<file path="src/rtl/y86_pkg.sv">
// Shared Y86-64 fetch definitions: icode values, fetch FSM states, datapath widths.
package y86_pkg;

    localparam int unsigned PC_W  = 64;
    localparam int unsigned WIN_W = 80;

    localparam logic [3:0] I_HALT   = 4'h0;
    localparam logic [3:0] I_NOP    = 4'h1;
    localparam logic [3:0] I_RRMOVQ = 4'h2;
    localparam logic [3:0] I_IRMOVQ = 4'h3;
    localparam logic [3:0] I_RMMOVQ = 4'h4;
    localparam logic [3:0] I_MRMOVQ = 4'h5;
    localparam logic [3:0] I_OPQ    = 4'h6;
    localparam logic [3:0] I_JXX    = 4'h7;
    localparam logic [3:0] I_CALL   = 4'h8;
    localparam logic [3:0] I_RET    = 4'h9;
    localparam logic [3:0] I_PUSHQ  = 4'hA;
    localparam logic [3:0] I_POPQ   = 4'hB;

    typedef enum logic [1:0] {
        S_FETCH0,
        S_FETCHN,
        S_HOLD,
        S_STOP
    } fetch_state_e;

endpackage

</file>
<file path="src/rtl/ilen_decode.sv">
// Combinational icode decode: instruction length and field presence.
module ilen_decode
    import y86_pkg::*;
(
    input  logic [3:0] icode,
    output logic [3:0] length,
    output logic       instr_valid,
    output logic       need_regids,
    output logic       need_valC
);

    // Length and field flags per icode; illegal codes fall back to one byte.
    always_comb begin
        length      = 4'd1;
        instr_valid = 1'b1;
        need_regids = 1'b0;
        need_valC   = 1'b0;
        case (icode)
            I_HALT, I_NOP, I_RET: length = 4'd1;
            I_RRMOVQ, I_OPQ, I_PUSHQ, I_POPQ: begin
                length      = 4'd2;
                need_regids = 1'b1;
            end
            I_JXX, I_CALL: begin
                length    = 4'd9;
                need_valC = 1'b1;
            end
            I_IRMOVQ, I_RMMOVQ, I_MRMOVQ: begin
                length      = 4'd10;
                need_regids = 1'b1;
                need_valC   = 1'b1;
            end
            default: instr_valid = 1'b0;
        endcase
    end

endmodule

</file>
<file path="src/rtl/fetch_assembler.sv">
// Byte-serial Y86-64 instruction fetcher: collects one instruction into an
// 80-bit little-endian window and presents it with valP via valid/ready.
// Optional: FETCH_HALT_STOP_EN stops fetching after an accepted halt.
module fetch_assembler
    import y86_pkg::*;
(
    input  logic             clk,
    input  logic             reset,
    input  logic [PC_W-1:0]  pc_in,
    input  logic             pc_load,
    output logic [PC_W-1:0]  mem_addr,
    output logic             mem_req,
    input  logic             mem_ack,
    input  logic [7:0]       mem_rdata,
    input  logic             mem_err,
    output logic [WIN_W-1:0] ibytes,
    output logic             ibytes_valid,
    input  logic             ibytes_ready,
    output logic [PC_W-1:0]  valP,
    output logic             instr_valid,
    output logic             imem_error
);

    fetch_state_e     state_q;
    logic [PC_W-1:0]  pc_q;
    logic [3:0]       cnt_q;
    logic [3:0]       len_q;
    logic [WIN_W-1:0] ibytes_q;
    logic [PC_W-1:0]  valp_q;
    logic             ivalid_q;
    logic             ierr_q;

    logic [3:0]       dec_len;
    logic             dec_valid;
    logic             dec_regids;
    logic             dec_valc;
    logic             unused_dec;
    logic [WIN_W-1:0] win_d;
    logic             stop_d;

    ilen_decode u_ilen_decode (
        .icode       (mem_rdata[7:4]),
        .length      (dec_len),
        .instr_valid (dec_valid),
        .need_regids (dec_regids),
        .need_valC   (dec_valc)
    );

    assign unused_dec = dec_regids ^ dec_valc;

    // Window with the current byte merged at slot cnt; an errored byte lands as 00.
    always_comb begin
        win_d = ibytes_q;
        for (int unsigned k = 0; k < 10; k++) begin
            if (cnt_q == k[3:0]) begin
                win_d[8*k +: 8] = mem_err ? 8'h00 : mem_rdata;
            end
        end
    end

    // Conditions that park the fetcher in STOP once the window is accepted.
    always_comb begin
`ifdef FETCH_HALT_STOP_EN
        stop_d = ierr_q | (ibytes_q[7:4] == I_HALT);
`else
        stop_d = ierr_q;
`endif
    end

    // Fetch FSM: byte 0 decode, remaining bytes, hold for handshake, stop.
    always_ff @(posedge clk) begin
        if (reset) begin
            state_q  <= S_FETCH0;
            pc_q     <= '0;
            cnt_q    <= '0;
            len_q    <= '0;
            ibytes_q <= '0;
            valp_q   <= '0;
            ivalid_q <= 1'b0;
            ierr_q   <= 1'b0;
        end else if (pc_load) begin
            state_q  <= S_FETCH0;
            pc_q     <= pc_in;
            cnt_q    <= '0;
            ibytes_q <= '0;
            valp_q   <= '0;
            ivalid_q <= 1'b0;
            ierr_q   <= 1'b0;
        end else begin
            case (state_q)
                S_FETCH0: begin
                    if (mem_ack) begin
                        cnt_q <= 4'd1;
                        len_q <= dec_len;
                        if (mem_err) begin
                            ibytes_q <= '0;
                            valp_q   <= pc_q + 64'd1;
                            ivalid_q <= 1'b0;
                            ierr_q   <= 1'b1;
                            state_q  <= S_HOLD;
                        end else begin
                            ibytes_q <= {{(WIN_W-8){1'b0}}, mem_rdata};
                            valp_q   <= pc_q + {{(PC_W-4){1'b0}}, dec_len};
                            ivalid_q <= dec_valid;
                            ierr_q   <= 1'b0;
                            state_q  <= (dec_len == 4'd1) ? S_HOLD : S_FETCHN;
                        end
                    end
                end
                S_FETCHN: begin
                    if (mem_ack) begin
                        ibytes_q <= win_d;
                        cnt_q    <= cnt_q + 4'd1;
                        if (mem_err) begin
                            valp_q   <= pc_q + 64'd1;
                            ivalid_q <= 1'b0;
                            ierr_q   <= 1'b1;
                            state_q  <= S_HOLD;
                        end else if (cnt_q == len_q - 4'd1) begin
                            state_q <= S_HOLD;
                        end
                    end
                end
                S_HOLD: begin
                    if (ibytes_ready) begin
                        if (stop_d) begin
                            state_q <= S_STOP;
                        end else begin
                            state_q <= S_FETCH0;
                            pc_q    <= valp_q;
                            cnt_q   <= '0;
                        end
                    end
                end
                S_STOP: state_q <= S_STOP;
                default: state_q <= S_FETCH0;
            endcase
        end
    end

    // Request is gated by reset so it is low during reset and high the first cycle after.
    assign mem_req      = ~reset & ((state_q == S_FETCH0) | (state_q == S_FETCHN));
    assign mem_addr     = pc_q + {{(PC_W-4){1'b0}}, cnt_q};
    assign ibytes       = ibytes_q;
    assign ibytes_valid = (state_q == S_HOLD);
    assign valP         = valp_q;
    assign instr_valid  = ivalid_q;
    assign imem_error   = ierr_q;

endmodule

</file>
<file path="config.mk">
export PLATFORM = sky130hd
export DESIGN_NAME = fetch_assembler
export DESIGN_NICKNAME = d
export VERILOG_FILES = /design/src/rtl/y86_pkg.sv /design/src/rtl/ilen_decode.sv /design/src/rtl/fetch_assembler.sv
export SDC_FILE = /design/constraint.sdc
export NUM_CORES = 1
export LEC_CHECK = 0
export CAP_MARGIN = 15
export CORE_MARGIN = 2
export CORE_UTILIZATION = 50
export CTS_CLUSTER_SIZE = 20
export DETAILED_ROUTE_END_ITERATION = 10
export HOLD_SLACK_MARGIN = 0.15
export MAX_ROUTING_LAYER = met4
export PLACE_DENSITY = 0.85
export SKIP_CTS_REPAIR_TIMING = 1
export SLEW_MARGIN = 25
export SYNTH_ARGS = -nofsm -noshare
export SYNTH_HDL_FRONTEND = slang
export SYNTH_SLANG_ARGS = --single-unit
</file>
<file path="constraint.sdc">
create_clock -name clk -period 3.9 [get_ports clk]
set_input_delay 0.585 -clock clk [delete_from_list [all_inputs] [get_ports clk]]
set_output_delay 0.585 -clock clk [all_outputs]
set_load 0.05 [all_outputs]
</file>
* After elaboration in Yosys (flattened, before gate mapping)
Index checks and enable logic that the tools add are counted.
** Word-level totals
- Register bits :: 220
- Memories :: 0
- Memory bits (writable) :: 0
- Output and inout bits :: 212
- Latch bits :: 0
- Word-level logic and storage cells :: 145
- ROM bits :: 0
** Cells by class
- Eq/ne operators :: 42
- Reductions and logical operators :: 27
- Shift operators :: 0
- Divide/modulo/power cells :: 0
- Bitwise logic cells :: 4
- Magnitude comparators :: 0
- Mux-type cells :: 50
- $mul :: 0
- Add/subtract/negate cells :: 5
** Operator list (number)
- $mux 64 :: 8
- $mux 80 :: 2
- $pmux 80 s2 :: 1
- $add 64x4->64 :: 2
- $pmux 64 s2 :: 1
- $mux 8 :: 12
- $add 64x1->64 const B :: 1
- $reduce_and 4->1 :: 12
- $eq 4x3->1 const B :: 8
- $ne 2x2->1 const B :: 15
- $eq 4x4->1 const B :: 6
- $pmux 4 s3 :: 2
- $eq 4x2->1 const B :: 4
- $mux 2 :: 8
- $mux 4 :: 4
- $eq 4x1->1 const B :: 3
- $reduce_or 12->1 :: 1
- $mux 1 :: 9
- $logic_not 4->1 :: 2
- $pmux 2 s4 :: 1
- $reduce_and 3->1 :: 2
- $reduce_bool 2->1 :: 3
- $reduce_and 5->1 :: 1
- $add 4x1->4 const B :: 1
- 15 further kinds :: 19

* Depth between registers and ports, before layout
Gate-level depths: netlist of run 1.
- Depth in word-level cells :: 8
- Gate-level depth with buffers :: 12
- Mapped depth without buffers :: 12

* Cells and area by module
From an unflattened synthesis of run 1, not the netlist that was laid out.
** Second synthesis, totals
- Cells, all modules :: 1549
- Area total of the unflattened synthesis :: 12451.9 sq um
** Modules (own cells, without submodules)
- fetch_assembler :: cells an instance 1536, instances 1, area each 12349.3 sq um
- ilen_decode :: cells an instance 13, instances 1, area each 102.6 sq um

* Worst setup path after synthesis of run 1
Ideal clock, no wire load.
- Path kind :: reg2out
- From :: register cnt_q[0]
- To :: output port mem_addr[40]
- Buffers on the path :: 0
- Arrival :: 2944 ps
- Setup slack :: 371 ps
- Stages on the path, launching flop included :: 10
- Data required time :: 3315 ps
- Path through :: dfxtp_1 -> ha_1 -> inv_1 -> fa_1 -> nor2b_1 -> o21a_1 -> nor2_1 -> nor4b_1 -> nand2_1 -> xnor2_1
** On the way
- Word-level cells in the longest chain between the ends :: 1
** RTL lines
- start, declared :: line fetch_assembler.sv:26 : logic [3:0] cnt_q;
- start signal, assigned :: line fetch_assembler.sv:113 : cnt_q <= cnt_q + 4'd1;
- $add 64x4->64 :: line fetch_assembler.sv:143 : assign mem_addr = pc_q + {{(PC_W-4){1'b0}}, cnt_q};
- end, declared :: line fetch_assembler.sv:11 : output logic [PC_W-1:0] mem_addr,
Every way passes these cells.

* Worst setup path in the final report of run 1
- From :: register pc_q[8]
- To :: output port mem_addr[38]
** On the way
- Word-level cells in the longest chain between the ends :: 1
** RTL lines
- start, declared :: line fetch_assembler.sv:25 : logic [PC_W-1:0] pc_q;
- start signal, assigned :: line fetch_assembler.sv:83 : pc_q <= pc_in;
- start signal, assigned :: line fetch_assembler.sv:130 : pc_q <= valp_q;
- $add 64x4->64 :: line fetch_assembler.sv:143
Every way passes these cells.

==> results of run 1 <==
[area by class of cell]
cell class,instances,share of cell area (%)
flip-flops and latches,219,26.0
clock inverters,13,1.52
multi-input cells,1188,44.4
inverters,23,0.511
well taps,324,2.40
repair buffers,357,21.3
clock buffers,30,3.92
[power breakdown]
group          internal, mW  switching (mW)  leakage (nW)  total (mW)
clock                  1.67           0.982         0.445        2.65
sequential             2.32           0.127          1.78        2.44
combinational         0.453           0.740          4.63        1.19
[registers in the layout, summed over array words and instances, names as in the netlist]
name / cells
ibytes: 80
pc_q: 64
valP: 64
cnt_q: 4
len_q: 3
state_q: 2
imem_error: 1
instr_valid: 1
[cells in the mapped netlist, types with 21 or more instances]
cell | n | area share [%]
nor4_1 | 21 | 1.1
xnor2_1 | 68 | 4.8
nand4_1 | 54 | 2.7
buf_2 | 29 | 1.2
nor3_1 | 43 | 1.7
dfxtp_1 | 219 | 35
inv_1 | 23 | 0.69
nand3_1 | 33 | 1.3
clkbuf_1 | 81 | 2.4
a21oi_1 | 131 | 5.3
xor2_1 | 57 | 4.0
nor2_1 | 319 | 9.6
nand2_1 | 76 | 2.3
o21ai_0 | 56 | 2.3
mux2i_1 | 141 | 11
[cell families (layout without fill, tap and decap cells)]
group                      count (synthesis)  count (layout)  share of synthesized area, %
AOI/OAI and AO/OA                        263             263                          12.4
xor gates and xnor gates                 125             125                          8.79
adders and majority gates                 20              20                          2.13
buffers and inverters                    159             423                          5.33
DFF                                      219             219                          35.2
muxes                                    142             142                          11.4
and+or+nand+nor                          638             638                          24.7
[final timing paths]
| path | from | to | slack, ps |
|---|---|---|---|
| max | pc_q[8]$_SDFFE_PP0P_ | mem_addr[38] | 80 |
| min | valP[2]$_SDFFE_PP0P_ | valP[2]$_SDFFE_PP0P_ | 470 |
| max reg2reg | state_q[1]$_SDFFE_PP0P_ | valP[61]$_SDFFE_PP0P_ | 750 |
| min reg2reg | valP[2]$_SDFFE_PP0P_ | valP[2]$_SDFFE_PP0P_ | 470 |
[critical path, delay by kind of cell (launching register included)]
kind | cells | cell delay (ps)
XOR/XNOR | 1 | 280
buffers and inverters | 1 | 180
flip-flops | 1 | 590
AND/OR/NAND/NOR | 4 | 1650
[per-stage QoR]
step | std cells | hold WS, ps | utilization, %
after global routing | 2154 | 502 | 69.3
final | 2154 | 475 | 69.3
after floorplan | 1566 | 454 | -
after detailed placement | 2111 | 463 | 65.1
after global placement | 2111 | 467 | 65.1
after CTS | 2154 | 471 | 68.9
[per-layer routing]
layer | vias up | wire length (µm)
met5 | - | 0
met4 | 0 | 2630
met3 | 167 | 4340
met2 | 843 | 22100
met1 | 6303 | 19600
li1 | 5916 | -
==> impl_results.md, run 1 <==
* IO buf count at 289
* Clock root buffer: clkbuf_16
* Area of all placed cells without fillers at 0.0169 mm²
* EDFF count, synth at 0
* Slowest cell on the critical path: or4b_1
* Worst-margin pin slew at 966 ps
* Overall die area at 0.0262 mm²
* Sequential fraction of the synthesis area at 35.2%
* Total power after layout at 6.29 mW
* Final count of pins violating max slew at 0
* Half-perimeter wire length of the detailed placement result at 35800 µm
* Final setup violation count at 0
* Worst reg-to-reg path cell count at 9
* Share of the clock period used by the worst path at 98.1%
* Number of antenna violations at the first check in global routing at 0
* Most Used Layer, Global Route: met2
* Fraction of met2 tracks used by global routing at 57.7%
* Pin count of the biggest net entering global routing at 100
* Maximum buffer depth of the clock tree at 3
* Series of cell instances along the critical path: nand2_1, nor4_4, or4b_1, nor3_1, xor2_1, buf_12
* Antenna cell count at 0
* GRT Util Overall at 36.8%
* TritonCTS Buffers at 24
* Number of global-route vias before repair at 12900
* Peak VDD IR at 0.333 mV
* Post-layout worst setup margin at 75.8 ps
* First-pass iteration count of the detailed router at 7
* Number of ports placed on the die boundary at 290
* Setup tns final at 0 ps
* Number of hold-slack violations in the final timing report at 0
* Post-synthesis instance total at 1566
* Initial Util at 51.1%
* Hold WC Path Type: reg2reg
* Number of violations reported at the end of detailed-routing iteration 0 at 1398
* Floorplan die height at 162 µm
* Cell Rows at 57
* Avg WL per Cell at 22.6 µm
* Number of fill cells at 1951
* Crit-path max FO at 8
* Type of element capturing the critical path: primary output
* Worst EP required at 3310 ps
* Setup slack at placement at 102 ps
* Die W at 162 µm
* Data arrival, critical path at 3240 ps
* Total gr overflow at 0
* Number of H-tree branching levels at 1
* Number of antenna-violating nets in the routed design at 0
* Layout cells sized above 1 at 11.3%
* Power per unit of standard cell area at 372 mW/mm²
* Status: finished clean
* Routability Congestion at 0.987
* Longest individual stage delay on the worst path at 700 ps
* Ys flop type: dfxtp_1
* Leading cell types in the layout, fill and taps excluded: 316 x nor2_1, 232 x clkdlybuf4s50_1, 214 x dfxtp_1, 141 x mux2i_1, 131 x a21oi_1
* Sequential cell area at 0.00439 mm²
* Fmax at 0.261 GHz
* Routed via count at 13200
* Via-per-instance ratio at 6.14
* Post-CTS clock slew at the launch and capture registers of the worst setup and hold paths at 60 ps
* Hold path depth at 2
* Netlist Area Pre-Place at 0.0125 mm²
* Cell leakage power at 6.86 nW
* Time the final worst path needs with I/O delays and setup at 3820 ps
* Clock insertion delay at the later pin of the skew report at 530 ps
* Core area at 0.0244 mm²
* Area post-placement at 0.0159 mm²
* Unrepaired setup endpoints after global routing: true
* Fin Clk Skew at 9.79 ps
* Synthesized area divided by synthesized cell count at 7.95 µm²
* Wirelength, routed at 48700 µm
* Number of max-cap violations at 0
* CTS tree: yes
* Clock net sink count at 219
* Met3 Track Usage GR at 6.10%
* Launching element type of the critical path: register
* Worst setup path class: reg2out
* Share of async-settable or async-resettable flops after synthesis at 0%
* Area taken by multi-input logic gates at 0.00750 mm²
* Synthesis-to-layout area growth at 35.7%
* Number of remaining DRC errors at 0
* Count of different cell masters after synthesis at 67
* Global-route wire length before repair at 74000 µm
* Nets in the synthesized netlist at 1664
* Yosys warns at 0
* Relative slew slack at 35.2%
* Most common library cell in the layout ignoring fill and taps: nor2_1
* Global-route met1 utilization at 46.7%
* Flip-flop and latch count after synthesis at 219
* Final-stage net count at 1911
Power figures use the tool's default switching activity.
==> run 2: changes to the inputs <==
- CORE_MARGIN: 2 -> default
==> impl_results.md, run 2 (same netlist as run 1, synthesis figures left out) <==
* First-pass iteration count of the detailed router at 6
* Routed via count at 13100
* Time the final worst path needs with I/O delays and setup at 3810 ps
* Setup slack at placement at -49.6 ps
* Post-layout worst setup margin at 86.7 ps
* Via-per-instance ratio at 6.08
* Unrepaired setup endpoints after global routing: false
* IO buf count at 289
* Number of ports placed on the die boundary at 290
* Number of global-route vias before repair at 12900
* Number of remaining DRC errors at 0
* Die W at 160 µm
* Relative slew slack at 35.2%
* Maximum buffer depth of the clock tree at 3
* Post-CTS clock slew at the launch and capture registers of the worst setup and hold paths at 60 ps
* Switch share at 30.4%
* Avg WL per Cell at 22.4 µm
* Overall die area at 0.0255 mm²
* Worst setup path class: reg2out
* Register-to-register setup slack at 710 ps
* GRT Util Overall at 38.0%
* Clock insertion delay at the later pin of the skew report at 530 ps
* Final setup violation count at 0
* Share of the clock period used by the worst path at 97.8%
* Hold path start: reset
* Cell-internal power at 4.15 mW
* Status: finished clean
* Hold WC Path Type: in2reg
* Fmax at 0.262 GHz
* Global-route wire length before repair at 74000 µm
* Power per unit of standard cell area at 355 mW/mm²
* Number of cells in the finished layout apart from fillers at 2159
* Core area at 0.0244 mm²
* Final count of pins violating max slew at 0
* Area post-placement at 0.0159 mm²
* Number of fill cells at 1939
* Number of violations reported at the end of detailed-routing iteration 0 at 1394
* Post-Route Hold Slack at 409 ps
* Relative contribution of sequential cells to total power at 41.1%
* Number of H-tree branching levels at 1
* Total power after layout at 5.96 mW
* Setup tns final at 0 ps
* Cell Rows at 57
* Power spent charging and discharging nets at 1.81 mW
* Total gr overflow at 0
* Final-stage net count at 1915
* Cell leakage power at 6.81 nW
* Flip-flop count of the largest register after layout at 80
* Layout cells sized above 1 at 11.5%
* Most common library cell in the layout ignoring fill and taps: nor2_1
* Layout Utilization at 68.8%
* Crit-path max FO at 9
* Launching element type of the critical path: register
* Worst EP required at 3310 ps
* Clock root buffer: clkbuf_16
* TritonCTS Buffers at 24
* Pin count of the biggest net entering global routing at 97
* Fraction of power consumed by the clock network at 39.0%
* Routability Congestion at 0.998
* Type of element capturing the critical path: primary output
* Clock net sink count at 219
* Number of hold-slack violations in the final timing report at 0
* Wirelength, routed at 48400 µm
* Worst setup path start: pc_q[1]$_SDFFE_PP0P_
* Number of max-cap violations at 0
* Fin Clk Skew at 10.6 ps
* Number of antenna-violating nets in the routed design at 0
* Floorplan die height at 160 µm
* Proportion of power drawn by combinational gates at 19.8%
* Antenna cell count at 0
* Number of placed instances with taps included at 2115
* CTS tree: yes
* Half-perimeter wire length of the detailed placement result at 36000 µm
* Area of all placed cells without fillers at 0.0168 mm²
* Peak VDD IR at 0.268 mV
* Leading cell types in the layout, fill and taps excluded: 316 x nor2_1, 232 x clkdlybuf4s50_1, 212 x dfxtp_1, 141 x mux2i_1, 131 x a21oi_1
* Synthesis-to-layout area growth at 34.8%
* Data arrival, critical path at 3230 ps
* Initial Util at 51.1%
* Worst-margin pin slew at 972 ps
* Launch point of the worst reg-to-reg path: state_q[1]$_SDFFE_PP0P_
* Number of antenna violations at the first check in global routing at 0
run 2: changes by cell type in the layout (fill, tap and decap cells not counted), sizes merged:
cell	previous run	this run
clkbuf	30	34
clkinv	4	8
buf	122	127
clkinvlp	2	0
bufinv	7	2
dlymetal6s2s	3	2
run 2: power groups by stage:
| stage | combinational, mW | clock, mW | sequential [mW] |
|---|---|---|---|
| 2_1_floorplan | 0.683 | 0 | 2.53 |
| 3_3_place_gp | 1.15 | 0 | 2.49 |
| 3_5_place_dp | 1.16 | 0 | 2.49 |
| 4_1_cts | 1.17 | 2.35 | 2.44 |
| 5_1_grt | 1.25 | 2.43 | 2.45 |
| 6_report | 1.18 | 2.33 | 2.45 |
run 2: worst paths after layout:
| check | end | cells after the start |
|---|---|---|
| setup / recovery | mem_addr[43] | 9 |
| hold reg to reg | len_q[1]$_SDFFE_PP0P_ | 2 |
| hold / removal | len_q[1]$_SDFFE_PP0P_ | 2 |
| setup reg to reg | valP[62]$_SDFFE_PP0P_ | 8 |
run 2: routing by layer:
metal / GRT usage, % / vias to the layer above / wire, µm
li1: - / 5940 / -
met1: 48.2 / 6216 / 19700
met2: 58.7 / 778 / 21800
met3: 5.92 / 188 / 4180
met4: 19.0 / 0 / 2700
met5: - / - / 0
run 2: area by class of cell:
type / count / area [µm²] / area share [%]
multi-input combinational: 1188 / 7480 / 44.6
clock buffer: 34 / 698 / 4.16
inverter: 23 / 86.3 / 0.514
clock inverter: 10 / 111 / 0.663
timing repair buffer: 361 / 3610 / 21.5
sequential: 219 / 4390 / 26.2
tap: 324 / 405 / 2.41
run 2: critical path, cell delays in order, from the launching register on:
cell	delay [ps]
dfxtp_2	380
ha_1	310
a21o_1	110
a21oi_1	100
o21bai_1	140
buf_4	200
nand2_1	220
or4_1	620
xnor2_1	420
buf_12	200
